## config.mk

```make
export PLATFORM = sky130hd
export DESIGN_NAME = flist_arb
export DESIGN_NICKNAME = d
export VERILOG_FILES = /design/src/rtl/flist_arb_pkg.sv /design/src/rtl/flist_arb_rr_arb.sv /design/src/rtl/flist_arb.sv
export SDC_FILE = /design/constraint.sdc
export NUM_CORES = 1
export LEC_CHECK = 0
export BUFFER_PORTS_ARGS = -buffer_cell sky130_fd_sc_hd__buf_2
export CAP_MARGIN = 0
export CORE_ASPECT_RATIO = 2
export CORE_UTILIZATION = 48
export CTS_CLUSTER_DIAMETER = 150
export DETAILED_ROUTE_END_ITERATION = 8
export PLACE_DENSITY = 0.84
export SLEW_MARGIN = 20
export SYNTH_ARGS = -nofsm -noshare
export SYNTH_HDL_FRONTEND = slang
export SYNTH_HIERARCHICAL = 1
export SYNTH_SLANG_ARGS = --single-unit
```

## constraint.sdc

```tcl
create_clock -name clk -period 1.8 [get_ports clk]
set_input_delay 0.36 -clock clk [delete_from_list [all_inputs] [get_ports clk]]
set_output_delay 0.36 -clock clk [all_outputs]
set_load 0.01 [all_outputs]
```

## src/rtl/flist_arb_pkg.sv

```systemverilog
// Shared types, defaults and helpers for the free-list arbiter.
package flist_arb_pkg;

  localparam int unsigned NCLI_DEF  = 4;
  localparam int unsigned WIDTH_DEF = 16;
  localparam int unsigned QUOTA_DEF = 64;

  typedef enum logic [1:0] {A_IDLE, A_ISSUE, A_WAIT, A_HOLD} a_state_t;
  typedef enum logic [1:0] {D_IDLE, D_ISSUE, D_WAIT, D_HOLD} d_state_t;

  // Ceiling log2; returns 0 for v <= 1.
  function automatic int unsigned clog2(input int unsigned v);
    int unsigned r;
    r = 0;
    for (int i = 0; i < 32; i++) begin
      if ((64'(1) << i) < 64'(v)) r = 32'(i + 1);
    end
    return r;
  endfunction

endpackage

```

## src/rtl/flist_arb_rr_arb.sv

```systemverilog
// Combinational round-robin pick: first requester at or above ptr, with wrap.
module rr_arb
  import flist_arb_pkg::*;
#(
  parameter  int unsigned NCLI = NCLI_DEF,
  localparam int unsigned IW   = clog2(NCLI)
) (
  input  logic [NCLI-1:0] req,
  input  logic [IW-1:0]   ptr,
  output logic [IW-1:0]   gnt_c,
  output logic            vld_c
);

  int idx;

  // Scan farthest offset first so the nearest requester wins the last write.
  always_comb begin
    gnt_c = '0;
    vld_c = 1'b0;
    idx   = 0;
    for (int k = int'(NCLI) - 1; k >= 0; k--) begin
      idx = int'(ptr) + k;
      if (idx >= int'(NCLI)) idx = idx - int'(NCLI);
      if (req[IW'(idx)]) begin
        gnt_c = IW'(idx);
        vld_c = 1'b1;
      end
    end
  end

endmodule

```

## src/rtl/flist_arb.sv

```systemverilog
// Round-robin sharing of one free-list allocator between NCLI clients.
// Optional per-client outstanding-id quota: define FLIST_ARB_QUOTA_EN.
module flist_arb
  import flist_arb_pkg::*;
#(
  parameter int unsigned NCLI  = NCLI_DEF,
  parameter int unsigned WIDTH = WIDTH_DEF,
  parameter int unsigned QUOTA = QUOTA_DEF
) (
  input  logic                  clk,
  input  logic                  rst_n,
  input  logic [NCLI-1:0]       cli_alloc_req,
  output logic [NCLI-1:0]       cli_alloc_ack,
  output logic [WIDTH-1:0]      cli_alloc_id,
  input  logic [NCLI-1:0]       cli_dealloc_req,
  input  logic [NCLI*WIDTH-1:0] cli_dealloc_id,
  output logic [NCLI-1:0]       cli_dealloc_ack,
  input  logic                  fl_init_done,
  output logic                  fl_alloc_req,
  input  logic                  fl_alloc_ack,
  input  logic [WIDTH-1:0]      fl_alloc_id,
  output logic                  fl_dealloc_req,
  output logic [WIDTH-1:0]      fl_dealloc_id,
  input  logic                  fl_dealloc_ack,
  output logic                  busy
`ifdef FLIST_ARB_QUOTA_EN
  ,
  output logic                  quota_err
`endif
);

  localparam int unsigned IW = clog2(NCLI);

  if (NCLI < 2 || NCLI > 16 || QUOTA < 1) begin : g_bad_param
    $error("flist_arb: NCLI or QUOTA out of range");
  end

  a_state_t         a_st;
  d_state_t         d_st;
  logic [IW-1:0]    a_g, a_ptr, a_gnt_c;
  logic [IW-1:0]    d_g, d_ptr, d_gnt_c;
  logic             a_vld_c, d_vld_c;
  logic             a_go_c, d_go_c;
  logic             a_busy_nx_c, d_busy_nx_c;
  logic [NCLI-1:0]  a_elig_c;
  logic [WIDTH-1:0] dl_id [NCLI];

  for (genvar i = 0; i < NCLI; i++) begin : g_dl_slice
    assign dl_id[i] = cli_dealloc_id[i*WIDTH +: WIDTH];
  end

`ifdef FLIST_ARB_QUOTA_EN
  localparam int unsigned QW = clog2(QUOTA + 1);

  logic [QW-1:0] q_cnt [NCLI];

  // Outstanding-id count per client; freeing at zero is forwarded but flagged.
  always_ff @(posedge clk or negedge rst_n) begin : p_quota
    if (!rst_n) begin
      for (int i = 0; i < int'(NCLI); i++) q_cnt[i] <= '0;
      quota_err <= 1'b0;
    end else begin
      for (int i = 0; i < int'(NCLI); i++) begin
        if (cli_alloc_ack[i] && !cli_dealloc_ack[i]) begin
          q_cnt[i] <= q_cnt[i] + QW'(1);
        end else if (!cli_alloc_ack[i] && cli_dealloc_ack[i]) begin
          if (q_cnt[i] == '0) quota_err <= 1'b1;
          else                q_cnt[i]  <= q_cnt[i] - QW'(1);
        end
      end
    end
  end

  always_comb begin
    a_elig_c = '0;
    for (int i = 0; i < int'(NCLI); i++) begin
      a_elig_c[i] = cli_alloc_req[i] && (q_cnt[i] != QW'(QUOTA));
    end
  end
`else
  assign a_elig_c = cli_alloc_req;
`endif

  rr_arb #(.NCLI(NCLI)) u_rr_alloc (
    .req   (a_elig_c),
    .ptr   (a_ptr),
    .gnt_c (a_gnt_c),
    .vld_c (a_vld_c)
  );

  rr_arb #(.NCLI(NCLI)) u_rr_dealloc (
    .req   (cli_dealloc_req),
    .ptr   (d_ptr),
    .gnt_c (d_gnt_c),
    .vld_c (d_vld_c)
  );

  assign a_go_c = fl_init_done && a_vld_c;
  assign d_go_c = fl_init_done && d_vld_c;

  // Alloc path: grant, pulse allocator, wait for id, present ack for one cycle.
  always_ff @(posedge clk or negedge rst_n) begin : p_alloc_fsm
    if (!rst_n) begin
      a_st          <= A_IDLE;
      a_g           <= '0;
      a_ptr         <= '0;
      fl_alloc_req  <= 1'b0;
      cli_alloc_ack <= '0;
      cli_alloc_id  <= '0;
    end else begin
      case (a_st)
        A_IDLE: begin
          if (a_go_c) begin
            a_g          <= a_gnt_c;
            fl_alloc_req <= 1'b1;
            a_st         <= A_ISSUE;
          end
        end
        A_ISSUE: begin
          fl_alloc_req <= 1'b0;
          a_st         <= A_WAIT;
        end
        A_WAIT: begin
          if (fl_alloc_ack) begin
            cli_alloc_id  <= fl_alloc_id;
            cli_alloc_ack <= NCLI'(1) << a_g;
            a_ptr         <= (a_g == IW'(NCLI - 1)) ? '0 : a_g + IW'(1);
            a_st          <= A_HOLD;
          end
        end
        A_HOLD: begin
          cli_alloc_ack <= '0;
          a_st          <= A_IDLE;
        end
        default: a_st <= A_IDLE;
      endcase
    end
  end

  // Dealloc path: same shape; the freed id is captured at grant and held.
  always_ff @(posedge clk or negedge rst_n) begin : p_dealloc_fsm
    if (!rst_n) begin
      d_st            <= D_IDLE;
      d_g             <= '0;
      d_ptr           <= '0;
      fl_dealloc_req  <= 1'b0;
      fl_dealloc_id   <= '0;
      cli_dealloc_ack <= '0;
    end else begin
      case (d_st)
        D_IDLE: begin
          if (d_go_c) begin
            d_g            <= d_gnt_c;
            fl_dealloc_id  <= dl_id[d_gnt_c];
            fl_dealloc_req <= 1'b1;
            d_st           <= D_ISSUE;
          end
        end
        D_ISSUE: begin
          fl_dealloc_req <= 1'b0;
          d_st           <= D_WAIT;
        end
        D_WAIT: begin
          if (fl_dealloc_ack) begin
            cli_dealloc_ack <= NCLI'(1) << d_g;
            d_ptr           <= (d_g == IW'(NCLI - 1)) ? '0 : d_g + IW'(1);
            d_st            <= D_HOLD;
          end
        end
        D_HOLD: begin
          cli_dealloc_ack <= '0;
          d_st            <= D_IDLE;
        end
        default: d_st <= D_IDLE;
      endcase
    end
  end

  // busy tracks "state after this edge is not idle" so it stays a flop output.
  assign a_busy_nx_c = (a_st == A_IDLE) ? a_go_c : (a_st != A_HOLD);
  assign d_busy_nx_c = (d_st == D_IDLE) ? d_go_c : (d_st != D_HOLD);

  always_ff @(posedge clk or negedge rst_n) begin : p_busy
    if (!rst_n) busy <= 1'b0;
    else        busy <= a_busy_nx_c || d_busy_nx_c;
  end

endmodule

```

# Word-level counts from Yosys, hierarchy flattened
# Index checks and enable logic that the tools add are counted.
dict set report word_totals {
  inputBits 93
  reg_bits 55
}
dict set report op_classes {
  addsub 16
  n_eq_ne 14
  mux 69
  n_bitwise 1
  n_lt_le_gt_ge 17
  n_shift 2
  reduce_logical 19
}
# cell n
set op_table {}
lappend op_table {{$mux W2} 22}
lappend op_table {{$bmux W16 S2} 1}
lappend op_table {{$lt A2 B4 Y1 const B} 8}
lappend op_table {{$mux W16} 2}
lappend op_table {{$mux W1} 28}
lappend op_table {{$ge A3 B3 Y1 const B} 7}
lappend op_table {{$reduce_and A2 Y1} 10}
lappend op_table {{$bmux W1 S2} 8}
lappend op_table {{$pmux W2 S4} 2}
lappend op_table {{$pmux W4 S2} 2}
lappend op_table {{$sub A2 B1 Y2 const B} 8}
lappend op_table {{$add A2 B2 Y3 const B} 4}
lappend op_table {{$eq A2 B2 Y1 const B} 6}
lappend op_table {{$ne A2 B2 Y1 const B} 6}
lappend op_table {{$mux W4} 2}
lappend op_table {{$reduce_bool A2 Y1} 4}
lappend op_table {{$shl A1 B2 Y4 const A} 2}
lappend op_table {{$add A2 B1 Y3 const B} 2}
lappend op_table {{$ge A2 B3 Y1 const B} 2}
lappend op_table {{$add A2 B1 Y2 const B} 2}
lappend op_table {{$eq A2 B1 Y1 const B} 2}
lappend op_table {{$logic_not A2 Y1} 2}
lappend op_table {{$pmux W1 S2} 2}
lappend op_table {{$not A2 Y3} 1}
lappend op_table {{other kinds (2)} 3}

# Logic depth before layout (Yosys ltp)
# Gate-level depths: netlist (run 1).
dict set report logic_depth {
  word_depth 14
  depth_mapped 7
}

# Cells and area by module
# Netlist (run 1), hierarchy kept.
# mod n_inst area_each_um2 cells_per_inst seq_area_each_um2
set by_module_without_submodules {}
lappend by_module_without_submodules {flist_arb 1 2915.3 240 1376.3}
lappend by_module_without_submodules {rr_arb 2 77.6 13 0.0}

# Worst setup path before layout (run 1)
# Ideal clock, no wire load.
dict set report synth_timing {
  path_kind {register to register}
  from {register d_ptr[1]}
  to {register fl_dealloc_id[0]}
  t_required_ps 1662
  stages_incl_launch_ff 8
  arrival_ps 1366
  period_less_slack_ps 1504
  path_buffers 2
  path_slack_ps 296
  cell_sequence {dfrtp_1 nor3b_1 a211oi_1 nor2_1 buf_4 buf_4 mux2i_1 o221ai_1}
}
dict set report synth_via {
  elab_chain_len 14
  word_cells_on_any_way 41
  classes_between {add/sub (7); order compare (4); mux (27); bitwise (1); reduce/logical (2)}
}
# element line_no
set synth_rtl {}
lappend synth_rtl {{start: declaration} flist_arb.sv:41} ;# logic [IW-1:0] d_g, d_ptr, d_gnt_c;
lappend synth_rtl {{start signal: assignment} flist_arb.sv:166} ;# d_ptr <= (d_g == IW'(NCLI - 1)) ? '0 : d_g + IW'(1);
lappend synth_rtl {{$add A2 B2 Y3} flist_arb_rr_arb.sv:22} ;# idx = int'(ptr) + k;
lappend synth_rtl {{$ge A3 B3 Y1 or $sub A2 B1 Y2 (tied branches)} flist_arb_rr_arb.sv:23} ;# if (idx >= int'(NCLI)) idx = idx - int'(NCLI);
lappend synth_rtl {{$mux W2} flist_arb_rr_arb.sv:23}
lappend synth_rtl {{$bmux W1 S2} flist_arb_rr_arb.sv:24} ;# if (req[IW'(idx)]) begin
lappend synth_rtl {{$mux W1 (implied by the code) (2 in series)} flist_arb_rr_arb.sv:24}
lappend synth_rtl {{$mux W2 (3 in series)} flist_arb_rr_arb.sv:24}
lappend synth_rtl {{$mux W2 *} flist_arb_rr_arb.sv:24}
lappend synth_rtl {{via d_gnt_c[1]} flist_arb.sv:41}
lappend synth_rtl {{$not A2 Y3 (implied by the code) *} flist_arb.sv:154} ;# fl_dealloc_id <= dl_id[d_gnt_c];
lappend synth_rtl {{$bmux W16 S2 *} flist_arb.sv:154}
lappend synth_rtl {{$mux W16 (implied by the code) * (2 in series)} flist_arb.sv:154}
lappend synth_rtl {{end signal: assignment} flist_arb.sv:154}
lappend synth_rtl {{end: declaration} flist_arb.sv:23} ;# output logic [WIDTH-1:0] fl_dealloc_id,
# Mark *: on every way through the listed nets, which the timed path passes. The rest lies on a longest branch. The select of a mux whose other input is x is not followed.
# A chain may end at the register's enable or synchronous reset.

# Final worst setup path (run 1)
dict set report layout_timing {
  from {register d_ptr[0]}
  to {register fl_dealloc_id[0]}
}
# The elaborated chain is that of the path after synthesis.

==> metrics list, run 1 <==
- Gate family responsible for the most delay along the worst path: compound AO/OA/AOI/OAI gates
* Via total after detailed routing: 2565
- At the end of the flow, the number of nets in the layout was 522.
- For flop-to-flop paths, the worst setup slack is 140 ps.
- The detail route stage leaves a number of antenna-violating nets equal to 0.
* Count of placed standard cells in the final layout, fillers left out: 492
- Total Routed Length: 7.18 mm
- Most instantiated flip-flop cell in the synthesis netlist: sky130_fd_sc_hd__dfrtp_1
- The synthesized design contains 55 register bits.
- Max-cap violations in this run came to 0.
* Normalized max-slew margin: 0.670
- Averaged over all synthesized cells, the footprint is 11.5 sq um.
- Routability-driven placement finished with a final weighted congestion of 0.795.
* Sum of buffers and inverters on the critical path: 1
- Critical path, cell by cell: nor3b_1 > a211oi_2 > nor2_4 > buf_12 > mux2i_1 > o221ai_1
* Largest fanout on the critical path: 17
- Most numerous cell types in the synthesized netlist: sky130_fd_sc_hd__dfrtp_1, sky130_fd_sc_hd__mux2i_1, sky130_fd_sc_hd__nand2_1
- Tightest hold margin: 49.3 ps
- Final setup skew: 5.02 ps
- The die is 115 um tall.
- Ranked by total cell area, the synthesized netlist is headed by sky130_fd_sc_hd__dfrtp_1, sky130_fd_sc_hd__mux2i_1, sky130_fd_sc_hd__ha_1.
- Synthesis produced a netlist with a net count of 381.
* Buffer levels on the longest clock path: 2
- The worst setup path is of the flop to flop kind.
* Critical path startpoint category: flop
- The initialized floorplan defines 40 standard-cell rows.
- Dividing the detail-routed wire length by the instance count gives 14.6 um.
* Residual DRC count: 0
- Number of warning messages in the yosys log: 6
- Cell Count Post-Placement: 480
- Of the cells placed in the final design, the portion with a size suffix greater than 1 is 0.456.
* Number of pins exceeding their max-slew limit in the final report: 0
- Sum of negative setup slack: 0 ps
* Final count of hold timing violations: 0
* HPWL after detailed placement: 5.38 mm
- In this run the count of I/O pins placed on the die edge is 136.
* Top achievable clock speed: 602 MHz
- After clock tree synthesis, the clock-pin slew on the worst setup and hold paths is 70 ps.
- TritonCTS built the clock tree.
- IR analysis of the VDD net gives a maximum drop of 0.000904 V.
- Buffers inserted to repair hold after CTS numbered 0.
* Period utilization: 0.922
- Counting buffers and inverters, the worst setup path is 6 cells deep.
- Worst reg2reg path endpoint: fl_dealloc_id[0]
* Unrepaired setup endpoints after global routing: false
* Pwr/cell area: 1580 nW/um^2
* Total leakage power: 2.12 nW
* Critical register-to-register path startpoint: d_ptr[0]
- Maximum single-stage delay on the critical path: 420 ps
- Post-Synthesis Cell Area: 3070 sq um
- CP Capture Type: flop
- Sequential element share of the synthesized area: 0.448
- Leading area contributor after synthesis: sky130_fd_sc_hd__dfrtp_1
- Master cell of the clock root buffer: sky130_fd_sc_hd__clkbuf_16
* Worst r2r path cells: 6
- Fill cells in the final layout number 509.
- From synthesis to final layout, the design area changed by 33.3%.
* Buffers added on ports: 135
- Sink count of the clock tree: 55
- Setup violations remaining at the end of the flow were counted as 0.
- sky130_fd_sc_hd__dfrtp_1 is the most common cell in the netlist.
- The run finished with clean final reports.
- Synthesized instance count: 266
- Largest net degree at the start of global routing: 56
* Grt total ovfl: 0
* Share of async-settable or async-resettable flops after synthesis: 1.00
- Transition at the pin with the smallest max-transition slack: 493 ps
- CP startpoint: d_ptr[0]
- The first detailed-routing pass took 4 iterations.
- Floorplan die width: 58.6 um
- The most critical setup path has its endpoint at fl_dealloc_id[0].
* First-pass GRT wire length: 11.8 mm
* Initial core utilization: 0.503
- In the final layout, the multi-input gates occupy 1620 sq um.
- The tightest min-delay check is of the primary input to asynchronous set/reset pin type.
- TritonCTS created 5 clock buffers.
- Crit path time final: 1660 ps
- Worst path arrival time: 1830 ps
* Top cell type's share of synthesized area: 0.448
- After detailed routing, the number of vias per cell comes to 5.21.
- The via count of the first global-routing pass was 2649.
- Number of flops mapped to enable cells by yosys: 0
- The number of antenna diodes in the final layout is 0.
* H-tree depth reported by CTS: 2
- Cell at the slowest stage of the critical path: sky130_fd_sc_hd__dfrtp_1
- For the worst setup path, the data required time is 1970 ps.
- The sequential cells in the finished layout cover a total of 1380 sq um.
- Core region area: 6110 sq um
- The number of antenna violations at the first check in global routing came to 0.
- In this run, distinct cell masters in the synthesized netlist total 29.
* Starting DRC count in detailed routing: 89
- The floorplan step defined a die boundary enclosing 6740 sq um.
- GR Util All Layers: 0.233
- At the later pin of the worst-skew pair, clock insertion delay measures 300 ps.
- Overall power after layout: 6.45 mW
-- state kept, by name, indices dropped and copies added (netlist names), 4 cells and up --
name / flops
cli_alloc_id: 16
cli_dealloc_ack: 4
cli_alloc_ack: 4
fl_dealloc_id: 16
-- cell type report --
| cell class | instances | area share |
|---|---|---|
| Timing Repair Buffer | 143 | 0.192 |
| Sequential cell | 55 | 0.336 |
| Clock inverter | 2 | 0.00947 |
| Clock buffer | 6 | 0.0339 |
| Inverter | 9 | 0.00825 |
| Multi-Input combinational cell | 193 | 0.395 |
| Tap cell | 84 | 0.0257 |
-- worst min path at each step --
stage          cells after the start  slack [ps]  startpoint                to
2_1_floorplan                      0          60       rst_n            a_g[0]
6_report                           2          50       rst_n   cli_alloc_id[9]
4_1_cts                            2          70       rst_n   cli_alloc_id[5]
3_5_place_dp                       2         390       rst_n  cli_alloc_id[15]
3_3_place_gp                       2         380       rst_n   cli_alloc_id[9]
5_1_grt                            2          80       rst_n   cli_alloc_id[7]
-- report_power, final --
part           internal (mW)  switching (mW)  total [mW]
Clock                  0.700           0.453        1.15
Sequential              1.84           0.390        2.23
Combinational           1.50            1.56        3.07
-- through the flow --
step / instance area (sq um) / utilization / setup slack, ps
floorplan: 3070 / - / 296
global placement: 3830 / 0.627 / -355
detailed placement: 3830 / 0.627 / -440
CTS: 4050 / 0.664 / 12.0
global route: 4090 / 0.670 / 17.9
finish: 4090 / 0.670 / 140
-- what timing repair did --
action                     4_1_cts  5_1_grt
setup endpoints to repair       17       16
pin swaps                        2        3
hold endpoints to repair         0        0
cloned                           1        0
setup buffers                    1        2
resized for setup                3        1
-- logic make-up after synthesis --
family | synth area share
and+or+nand+nor | 0.115
muxes | 0.211
DFF | 0.448
AOI/OAI and AO/OA | 0.0990
adders and majority gates | 0.0896
buffers and inverters | 0.0371
-- routing by layer --
| layer | track usage | part of all wire | vias up |
|---|---|---|---|
| li1 | - | - | 1232 |
| met1 | 0.235 | 0.35 | 1229 |
| met4 | 0.132 | 0.031 | 0 |
| met2 | 0.433 | 0.58 | 86 |
| met3 | 0.0405 | 0.039 | 18 |
| met5 | 0 | 0 | - |
-- cell usage in the layout, fill, tap and decap left out, drive strengths merged, types with 2 or more instances in the layout --
cell type,netlist,final
buf,10,143
dfrtp,55,55
mux2i,39,39
nand2,34,34
mux2,23,23
ha,22,22
o221ai,16,16
nor2,10,11
nand2b,10,10
inv,9,10
o21ai,9,9
clkbuf,0,6
nor2b,4,4
nand3,4,4
a211oi,4,4
a21oi,4,4
a31oi,3,3
o31ai,2,2
nand3b,2,2
nor3b,2,2
No activity file was read; power rests on OpenSTA's default activity.
==> run 2: changes to the inputs <==
--- a/config.mk
+++ b/config.mk
@@ -13,4 +13,5 @@
 export DETAILED_ROUTE_END_ITERATION = 8
 export PLACE_DENSITY = 0.84
+export SETUP_SLACK_MARGIN = 0.15
 export SLEW_MARGIN = 20
 export SYNTH_ARGS = -nofsm -noshare
==> constraint.sdc (replaced) <==
create_clock -name clk -period 1.8 [get_ports clk]
set_input_delay 0.36 -clock clk [delete_from_list [all_inputs] [get_ports clk]]
set_output_delay 0.36 -clock clk [all_outputs]
set_load 0.05 [all_outputs]
==> run 2 against run 1 <==
Design area grew 4.9%. Critical path depth grew 1. Count of clock-buffer cells in the layout stayed put. Final cell count increased by 1.8%. Setup slack better by 33 ps. Die area did not move. Sequential share of layout area decreased by 1.6 points. Non-clock buffer count increased by 7. Largest cell class unchanged. Via count increased by 2.7%. Highest routed layer unchanged. Register-to-register slack better by 30 ps.
==> metrics list, run 2 (same netlist as run 1, synthesis figures left out) <==
* Normalized max-slew margin: 0.702 (+0.0318)
* Final-report setup violation count: 0 (unchanged)
- Global placer's final weighted congestion: 0.795 (unchanged)
- Commonest cells after routing, fill and taps aside: sky130_fd_sc_hd__buf_2, sky130_fd_sc_hd__dfrtp_1, sky130_fd_sc_hd__mux2i_1
- The slew at the pin with the worst max-slew slack is 447 ps (-46.3 ps).
- Residual DRC count: 0 (unchanged)
- Buffers added on ports: 135 (unchanged)
- Core region area: 6110 sq um (unchanged)
* Vert. Die Dim: 115 um (unchanged)
- Number of pins exceeding their max-slew limit in the final report: 0 (unchanged)
- The internal power consumption was 4.29 mW (+6.2%).
- Min-Delay Path Class: primary input to asynchronous set/reset pin
- Vias per cell: 5.26 (+0.85%)
- Antenna-violating nets left: 0 (unchanged)
- Final count of hold timing violations: 0 (unchanged)
* Grt total ovfl: 0 (unchanged)
- The top achievable clock speed came to 615 MHz (+2.0%).
- Total Routed Length: 7.72 mm (+7.5%)
* Largest fanout on the critical path: 17 (unchanged)
* Kind of critical path: flop to flop
- The total number of vias was 2634 (+2.7%).
- Average wire per cell in the routed design: 15.4 um (+5.6%)
- The switching share of power was 0.480 (+0.107).
- CTS tree: built
* Master cell of the clock root buffer: sky130_fd_sc_hd__clkbuf_16
- Final Net Count: 531 (+1.7%)
* GR Util All Layers: 0.240 (+0.00740)
- Router iterations before antenna repair: 4 (unchanged)
- Buffer levels on the longest clock path: 2 (unchanged)
- Unrepaired setup endpoints after global routing: true
- The power share of the sequential group is 0.270 (-0.075).
- The floorplan row count was 40 (unchanged).
- Final setup skew: 5.55 ps (+0.531 ps)
- The die outline area came to 6740 sq um (unchanged).
- Fraction of final layout cells with drive strength greater than 1: 0.504 (+0.0477)
* I/O pin count: 136 (unchanged)
- Vias in the first global route: 2706 (+2.2%)
- H-tree depth reported by CTS: 2 (unchanged)
- Inserted Clock Buffers: 5 (unchanged)
* Period utilization: 0.904 (-0.0185)
- The required time of the worst setup path was 1980 ps (about the same).
- Worst path arrival time: 1810 ps (-20 ps)
- The initial core utilization was 0.503 (unchanged).
- STA classifies the critical path endpoint as a flop.
* IR drop worst, VDD: 0.00111 V (+23%)
- The number of maximum-capacitance constraint violations is 0 (unchanged).
* Largest registers: cli_alloc_id: 16 flops, fl_dealloc_id: 16 flops
* Placement-stage cell area: 3830 sq um (unchanged)
- N_diodes: 0 (unchanged)
- Critical path startpoint category: flop
- Result of the run: complete, no violations
* Portion of total power attributed to combinational logic: 0.590 (+0.114)
* Clock network power share: 0.140 (-0.039)
* Worst r2r path cells: 7 (+1)
- The fraction of the core area covered by cells at the end of the flow was 0.703 (+0.0330).
- The die boundary width is 58.6 um (unchanged).
- The post-route cell area was 4300 sq um (+4.9%).
- Starting DRC count in detailed routing: 93 (+4.5%)
* Sink count of the clock tree: 55 (unchanged)
- Clock-pin slew on the worst setup and hold paths: 70 ps (about the same)
- The final-layout fill cell count came to 487 (-4.3%).
- The power density over cell area is 1920 nW/um^2 (+22%).
- Leaving out fill and tap cells, the most frequent cell in the layout is sky130_fd_sc_hd__buf_2.
- Crit path time final: 1630 ps (-33.3 ps)
- The global-route wire length before repair came to 12.1 mm (+2.5%).
* Antenna violations before repair: 0 (unchanged)
- Switching pwr: 3.97 mW (+65%)
* HPWL after detailed placement: 5.38 mm (unchanged)
- The clock insertion delay at the later pin of the skew report is 300 ps (about the same).
* Total leakage power: 2.18 nW (+2.9%)
- Worst reg2reg setup slack: 170 ps (+30 ps)
- Post-cts hold buffer count: 0 (unchanged)
* Largest net degree at the start of global routing: 56 (unchanged)
- From synthesis to final layout, the design area changed by 39.9%.
-- run 2: changes by cell type in the layout (fill, tap and decap cells not counted), sizes merged --
cell,delta
buf,+7
nand4b,+1
nor2,+1
-- run 2: area by class of cell --
| class | count | area [sq um] | area share |
|---|---|---|---|
| Multi-Input combinational cell | 195 | 1750 | 0.407 |
| Clock inverter | 2 | 38.8 | 0.00903 |
| Tap cell | 84 | 105 | 0.0245 |
| Sequential cell | 55 | 1380 | 0.320 |
| Timing Repair Buffer | 150 | 855 | 0.199 |
| Inverter | 9 | 33.8 | 0.00786 |
| Clock buffer | 6 | 139 | 0.0323 |
-- run 2: power groups by stage --
stage	clock network [mW]	registers, mW	logic [mW]
floorplan	0	3.81	1.78
global placement	0	2.22	4.21
detailed placement	0	2.25	4.36
CTS	1.18	2.23	4.61
global route	1.22	2.31	5.21
finish	1.16	2.23	4.87
-- run 2: metal layers --
metal	vias to the layer above	GRT usage	share of wire
met5	-	0	0
met4	0	0.137	0.033
met3	20	0.0394	0.037
met2	91	0.455	0.58
met1	1271	0.236	0.35
li1	1252	-	-
-- run 2: through the flow --
step	TNS, ps	worst slack (ps)	power [mW]	std cells	hold WS, ps
2_1_floorplan	0	296	5.59	266	64.4
3_5_place_dp	-7000	-440	6.60	480	389
6_report	0	173	8.26	501	47.2
5_1_grt	0	97.6	8.74	501	77.0
4_1_cts	0	148	8.02	497	70.4
3_3_place_gp	-5810	-355	6.43	480	382
-- run 2: repair_timing --
| action | CTS | global route |
|---|---|---|
| buffers inserted | 7 | 3 |
| cloned | 2 | 1 |
| resized for setup | 6 | 19 |
| setup endpoints to repair | 17 | 23 |
| endpoints found under the hold margin | 0 | 0 |
| pin swaps | 5 | 3 |
-- run 2: path summary, 6_finish.rpt --
check,startpoint,endpoint
max in group asynchronous,rst_n,cli_dealloc_ack[1]
min,rst_n,cli_alloc_id[9]
max reg2reg,d_ptr[0],fl_dealloc_id[4]
min in group clk,fl_alloc_id[5],cli_alloc_id[5]
min reg2reg,cli_dealloc_ack[2],cli_dealloc_ack[2]
max,d_ptr[0],fl_dealloc_id[4]
-- run 2: worst max-delay path: stages (launching register included) --
cell and delay (ps):
sky130_fd_sc_hd__dfrtp_1 390, sky130_fd_sc_hd__nor3b_2 220, sky130_fd_sc_hd__a211oi_2 60, sky130_fd_sc_hd__buf_4 140, sky130_fd_sc_hd__nor2_4 120, sky130_fd_sc_hd__buf_12 180, sky130_fd_sc_hd__mux2i_2 260, sky130_fd_sc_hd__o221ai_2 120
